$ cat src/rtl/dist_ram_fifo_pkg.sv
// Shared constants and helpers for the distributed-RAM FIFO.
// Read-mode selectors and a ceil-log2 helper; no typedefs.
package dist_ram_fifo_pkg;

    localparam int FIFO_STD  = 0;
    localparam int FIFO_FWFT = 1;

    function automatic int clog2(input int value);
        int r;
        r = 0;
        while ((1 << r) < value) r++;
        return r;
    endfunction

endpackage

$ cat src/rtl/dist_ram_sdp.sv
// Simple-dual-port LUT RAM: WIDTH x 2^ADDR_W, sync write, async read.
// Ports: WCLK, WE, WA, D (write side); RA, O (read side).
module dist_ram_sdp #(
    parameter int WIDTH  = 8,
    parameter int ADDR_W = 5
) (
    input  logic              WCLK,
    input  logic              WE,
    input  logic [ADDR_W-1:0] WA,
    input  logic [WIDTH-1:0]  D,
    input  logic [ADDR_W-1:0] RA,
    output logic [WIDTH-1:0]  O
);

    logic [WIDTH-1:0] mem [0:(1<<ADDR_W)-1];

    always_ff @(posedge WCLK) begin
        if (WE) mem[WA] <= D;
    end

    assign O = mem[RA];

endmodule

$ cat src/rtl/dist_ram_fifo.sv
// Synchronous FIFO on distributed RAM with status flags and error pulses.
// Ports: CLK, RSTN (sync, low), WR_EN/WR_DATA, RD_EN/RD_DATA, FULL, EMPTY,
// ALMOST_FULL, ALMOST_EMPTY, COUNT, WR_ERR, RD_ERR.
module dist_ram_fifo
    import dist_ram_fifo_pkg::*;
#(
    parameter int WIDTH      = 8,
    parameter int DEPTH_LOG2 = 5,
    parameter int FWFT       = FIFO_STD,
    parameter int AFULL_LVL  = (1 << DEPTH_LOG2) - 2,
    parameter int AEMPTY_LVL = 2
) (
    input  logic                  CLK,
    input  logic                  RSTN,
    input  logic                  WR_EN,
    input  logic [WIDTH-1:0]      WR_DATA,
    input  logic                  RD_EN,
    output logic [WIDTH-1:0]      RD_DATA,
    output logic                  FULL,
    output logic                  EMPTY,
    output logic                  ALMOST_FULL,
    output logic                  ALMOST_EMPTY,
    output logic [DEPTH_LOG2:0]   COUNT,
    output logic                  WR_ERR,
    output logic                  RD_ERR
);

    localparam int DEPTH = 1 << DEPTH_LOG2;
    localparam int PW    = DEPTH_LOG2 + 1;

    if (AFULL_LVL > DEPTH || AEMPTY_LVL >= DEPTH) begin : g_bad_lvl
        $fatal(1, "dist_ram_fifo: threshold out of range");
    end

    logic [PW-1:0]    wr_ptr, rd_ptr;
    logic [PW-1:0]    wr_ptr_nxt, rd_ptr_nxt;
    logic [PW-1:0]    count_nxt;
    logic             wr_acc, rd_acc;
    logic             full_nxt, empty_nxt;
    logic [WIDTH-1:0] ram_o;

    assign wr_acc = WR_EN & ~FULL;
    assign rd_acc = RD_EN & ~EMPTY;

    always_comb begin
        wr_ptr_nxt = wr_ptr + PW'(wr_acc);
        rd_ptr_nxt = rd_ptr + PW'(rd_acc);
        count_nxt  = COUNT + PW'(wr_acc) - PW'(rd_acc);
        empty_nxt  = (wr_ptr_nxt == rd_ptr_nxt);
        // Same slot, opposite lap: every entry is occupied.
        full_nxt   = (wr_ptr_nxt[DEPTH_LOG2-1:0] == rd_ptr_nxt[DEPTH_LOG2-1:0])
                   && (wr_ptr_nxt[DEPTH_LOG2] != rd_ptr_nxt[DEPTH_LOG2]);
    end

    always_ff @(posedge CLK) begin
        if (!RSTN) begin
            wr_ptr       <= '0;
            rd_ptr       <= '0;
            COUNT        <= '0;
            EMPTY        <= 1'b1;
            FULL         <= 1'b0;
            ALMOST_EMPTY <= 1'b1;
            ALMOST_FULL  <= 1'b0;
            WR_ERR       <= 1'b0;
            RD_ERR       <= 1'b0;
        end else begin
            wr_ptr       <= wr_ptr_nxt;
            rd_ptr       <= rd_ptr_nxt;
            COUNT        <= count_nxt;
            EMPTY        <= empty_nxt;
            FULL         <= full_nxt;
            ALMOST_EMPTY <= (count_nxt <= PW'(AEMPTY_LVL));
            ALMOST_FULL  <= (count_nxt >= PW'(AFULL_LVL));
            WR_ERR       <= WR_EN & FULL;
            RD_ERR       <= RD_EN & EMPTY;
        end
    end

    // Writes in the reset cycle must not land in the array.
    dist_ram_sdp #(
        .WIDTH  (WIDTH),
        .ADDR_W (DEPTH_LOG2)
    ) u_ram (
        .WCLK (CLK),
        .WE   (wr_acc & RSTN),
        .WA   (wr_ptr[DEPTH_LOG2-1:0]),
        .D    (WR_DATA),
        .RA   (rd_ptr[DEPTH_LOG2-1:0]),
        .O    (ram_o)
    );

    if (FWFT == FIFO_FWFT) begin : g_fwft
        assign RD_DATA = ram_o;
    end else begin : g_std
        logic [WIDTH-1:0] rd_q;

        always_ff @(posedge CLK) begin
            if (!RSTN) begin
                rd_q <= '0;
            end else if (rd_acc) begin
                rd_q <= ram_o;
            end
        end

        assign RD_DATA = rd_q;
    end

endmodule

$ cat config.mk
export PLATFORM = sky130hd
export DESIGN_NAME = dist_ram_fifo
export DESIGN_NICKNAME = d
export VERILOG_FILES = /design/src/rtl/dist_ram_fifo_pkg.sv /design/src/rtl/dist_ram_sdp.sv /design/src/rtl/dist_ram_fifo.sv
export SDC_FILE = /design/constraint.sdc
export NUM_CORES = 1
export LEC_CHECK = 0
export ABC_AREA = 1
export CAP_MARGIN = 20
export CELL_PAD_IN_SITES_DETAIL_PLACEMENT = 1
export CELL_PAD_IN_SITES_GLOBAL_PLACEMENT = 1
export CORE_MARGIN = 2
export CORE_UTILIZATION = 30
export CTS_CLUSTER_SIZE = 20
export DETAILED_ROUTE_END_ITERATION = 7
export GPL_TIMING_DRIVEN = 0
export HOLD_SLACK_MARGIN = 0.03
export PLACE_DENSITY_LB_ADDON = 0.1
export SLEW_MARGIN = 20
export SYNTH_ARGS = -nofsm -noshare
export SYNTH_HDL_FRONTEND = slang
export SYNTH_SLANG_ARGS = --single-unit
$ cat constraint.sdc
create_clock -name CLK -period 2.85 [get_ports CLK]
set_input_delay 0.285 -clock CLK [delete_from_list [all_inputs] [get_ports CLK]]
set_output_delay 0.285 -clock CLK [all_outputs]
set_load 0.005 [all_outputs]
==> impl_results.md <==
- Hold_sp: RSTN
- Die Height: 203 um
- Via/cell ratio: 4.71
- Clock Skew: 21.9 ps
- WHS Path Cells: 2
- Initial DRC count: 396
- Reg2reg setup slack: 80 ps
- Clock slew at reported path FFs: 60 ps
- Core area: 38,900 um2
- Clk sinks: 288
- Area delta synth->final: 18.3%
- Yosys cell types: 25
- Worst Setup Start Kind: flop
- Sw Pwr: 2.61 mW
- Root Driver: clkbuf_16
- DRC viols: 0
- Max-slew headroom: 38.3%
- R2r worst-path depth: 5
- Die ar.: 41,300 um2
- CP Class: flop to flop
- Syn. warnings: 0
- Dpl cells: 1,660
- Vias: 8,119
- Clock network power share: 40.7%
- Clock Path Buffers: 3
- Mapped Area: 11,900 um2
- ANT nets after route: 0
- Initial antenna violation count: 0
- CTS tree: built
- WL final: 36,700 um
- Util after Layout: 36.2%
- Period minus WS final: 2770 ps
- Final count of hold timing violations: 0
- Worst setup EP type: flop
- Initial Utilization: 30.6%
- Maximum Capacitance Violations: 0
- Sw Share: 25.6%
- Count of final setup violators: 0
- FILL cells: 4,337
- Max Slew Vio Count: 0
- Average routed wire per standard cell: 21.3 um
- Multi-input logic area: 3150 um2
- Register area: 8330 um2
- RSZ-0062 raised after global routing: true
- Vias in the first global route: 8,503
- Type of the most critical hold path: input pin to flop
- Crit path DAT: 2900 ps
- Number of I/O port buffers: 30
- GRT Total Usage: 18.3%
- Post-Syn Area per Cell: 10.8 um2
- Post-synthesis sequential area ratio: 70.0%
- Combinational fraction of design power: 12.9%
- Synth top area share: 64.6%
- Final instance area: 14,100 um2
- Cell Pwr Density: 726 nW/um2
- Crit share post-route: 97.1%
- # diodes: 0
- Sequential Power Share: 46.3%
- Post-CTS setup buffers: 0
- Synth Register Bits: 288
- IO Count: 32
- LEAKAGE: 5.34 nW
- Worst slew pin tran: 922 ps
- Top post-synthesis cells by area: edfxtp_1 65%, nand2_1 13%, nand3_1 6.9%
- Total CTS buffers: 36
- DP Wirelength: 25,600 um
- # H-tree levels: 2
- Largest net degree at the start of global routing: 32
- CP max FO: 8
- First-pass GRT wire length: 54,700 um
- Die width: 203 um
- Maximum vdd drop: 0.469 mV
- Skew-Pair Late Insertion Delay: 530 ps
- Hold EP: EMPTY
- RR Endpoint: u_ram.mem[7][5]
- Critical Path RT: 2980 ps
- P_int: 7.61 mW
- Power Total: 10.2 mW
- Finished Layout Cells: 1,724
- Post-Syn Instances: 1,104
- Cell Rows: 72
- R2R Path Start: FULL
- GP Congestion: 0.785
- First drt pass iteration count: 5
- Area post-placement: 13,000 um2
- Fraction of layout cells with a size suffix above 1: 9.20%
- Max Fclk: 361 MHz
- Dominant cell type by area after synthesis: edfxtp_1
- Nets: 1,202
- Gr ovfl total: 0
- Status: finished clean
- Mapped Nets: 1,125
power by group through the flow:
stage / clock [mW] / sequential (mW) / combinational, mW
after floorplan: 0 / 4.82 / 0.755
after CTS: 4.28 / 4.73 / 1.36
final: 4.16 / 4.73 / 1.32
after global placement: 0 / 4.83 / 1.31
after global routing: 4.43 / 4.74 / 1.50
after detailed placement: 0 / 4.82 / 1.35
worst max-delay path by stage:
stage                     startpoint          endpoint  slack, ps
after floorplan                EMPTY       ALMOST_FULL        780
after global placement         WR_EN   u_ram.mem[7][0]       -430
after detailed placement       WR_EN   u_ram.mem[3][6]       -460
after CTS                       FULL   u_ram.mem[3][0]         20
after global routing            FULL  u_ram.mem[27][2]        -60
final                           FULL   u_ram.mem[7][5]         80
kinds of logic (layout without fill, tap and decap cells):
kind of cell             after synthesis  in the layout  synth area share (%)
flip-flops                           288            288                  70.0
AO/OA/AOI/OAI                         39             39                  1.66
AND/OR/NAND/NOR                      656            656                  22.7
buffers and inverters                 97            199                  3.53
adder cells (fa/ha/maj)                9              9                  1.01
XOR/XNOR                              15             15                  1.10
layer usage:
layer	GRT usage [%]	share of wire, %
met5	0	0
met4	4.59	1.9
met3	2.52	3.3
met2	30.3	47
met1	25.3	48
flip-flops by register name, summed over array words and instances, names as in the netlist:
| register | count |
|---|---|
| ALMOST_FULL | 1 |
| EMPTY | 1 |
| WR_ERR | 1 |
| wr_ptr | 6 |
| RD_ERR | 1 |
| FULL | 1 |
| ALMOST_EMPTY | 1 |
| u_ram.mem | 256 |
| rd_ptr | 6 |
| RD_DATA | 8 |
| COUNT | 6 |
worst max-delay path, cell delays in order (launching register included):
cell and delay [ps]:
dfxtp_1 320, nor2_1 190, inv_1 80, nor2_1 230, nand3_1 650, nor2_1 900
placed cells by master (no fill, tap or decap), types with 2 or more instances in the layout:
master and count:
edfxtp_1 256, nor2_4 2, ha_1 8, clkbuf_1 20
buf_1 4, buf_12 4, buf_4 2, inv_2 4
buf_16 4, nand3_1 163, xnor2_1 5, clkbuf_16 37
clkdlybuf4s50_1 22, dlygate4sd3_1 2, clkinv_1 8, inv_1 37
nand4_1 2, a21oi_1 36, clkbuf_8 3, dfxtp_1 32
nor3_1 2, nor2_1 76, xor2_1 10, clkinv_2 5
buf_2 47, nand2_1 408
per-stage QoR:
| step | setup WS [ps] | setup TNS [ps] | hold slack (ps) |
|---|---|---|---|
| floorplan | 782 | 0 | 384 |
| global placement | -426 | -67700 | 456 |
| detailed placement | -459 | -82250 | 458 |
| CTS | 23.1 | 0 | 31.6 |
| global route | -58.6 | -963 | 50.8 |
| finish | 81.3 | 0 | 48.0 |
repair_timing:
action,4_1_cts,5_1_grt
hold endpoints to repair,3,0
resized for setup,0,1
hold buffers,2,0
endpoints found under the setup margin,0,33
layout make-up:
class                      count  share of cell area (%)
clock inverter                11                   0.338
timing repair buffer          40                    3.34
sequential                   288                    59.2
tap                          518                    4.61
buffer                        53                    1.81
inverter                      43                    1.15
clock buffer                  52                    7.19
multi-input combinational    719                    22.4
Yosys cell counts (all sizes together):
cell type and n:
a21oi 36, buf 46, clkbuf 8, clkinv 2
dfxtp 32, edfxtp 256, fa 1, ha 8
inv 41, nand2 408, nand3 163, nand4 2
nor2 79, nor3 3, o211ai 1, o21ai 2
or2 1, xnor2 5, xor2 10
(Power assumes the default switching activity.)
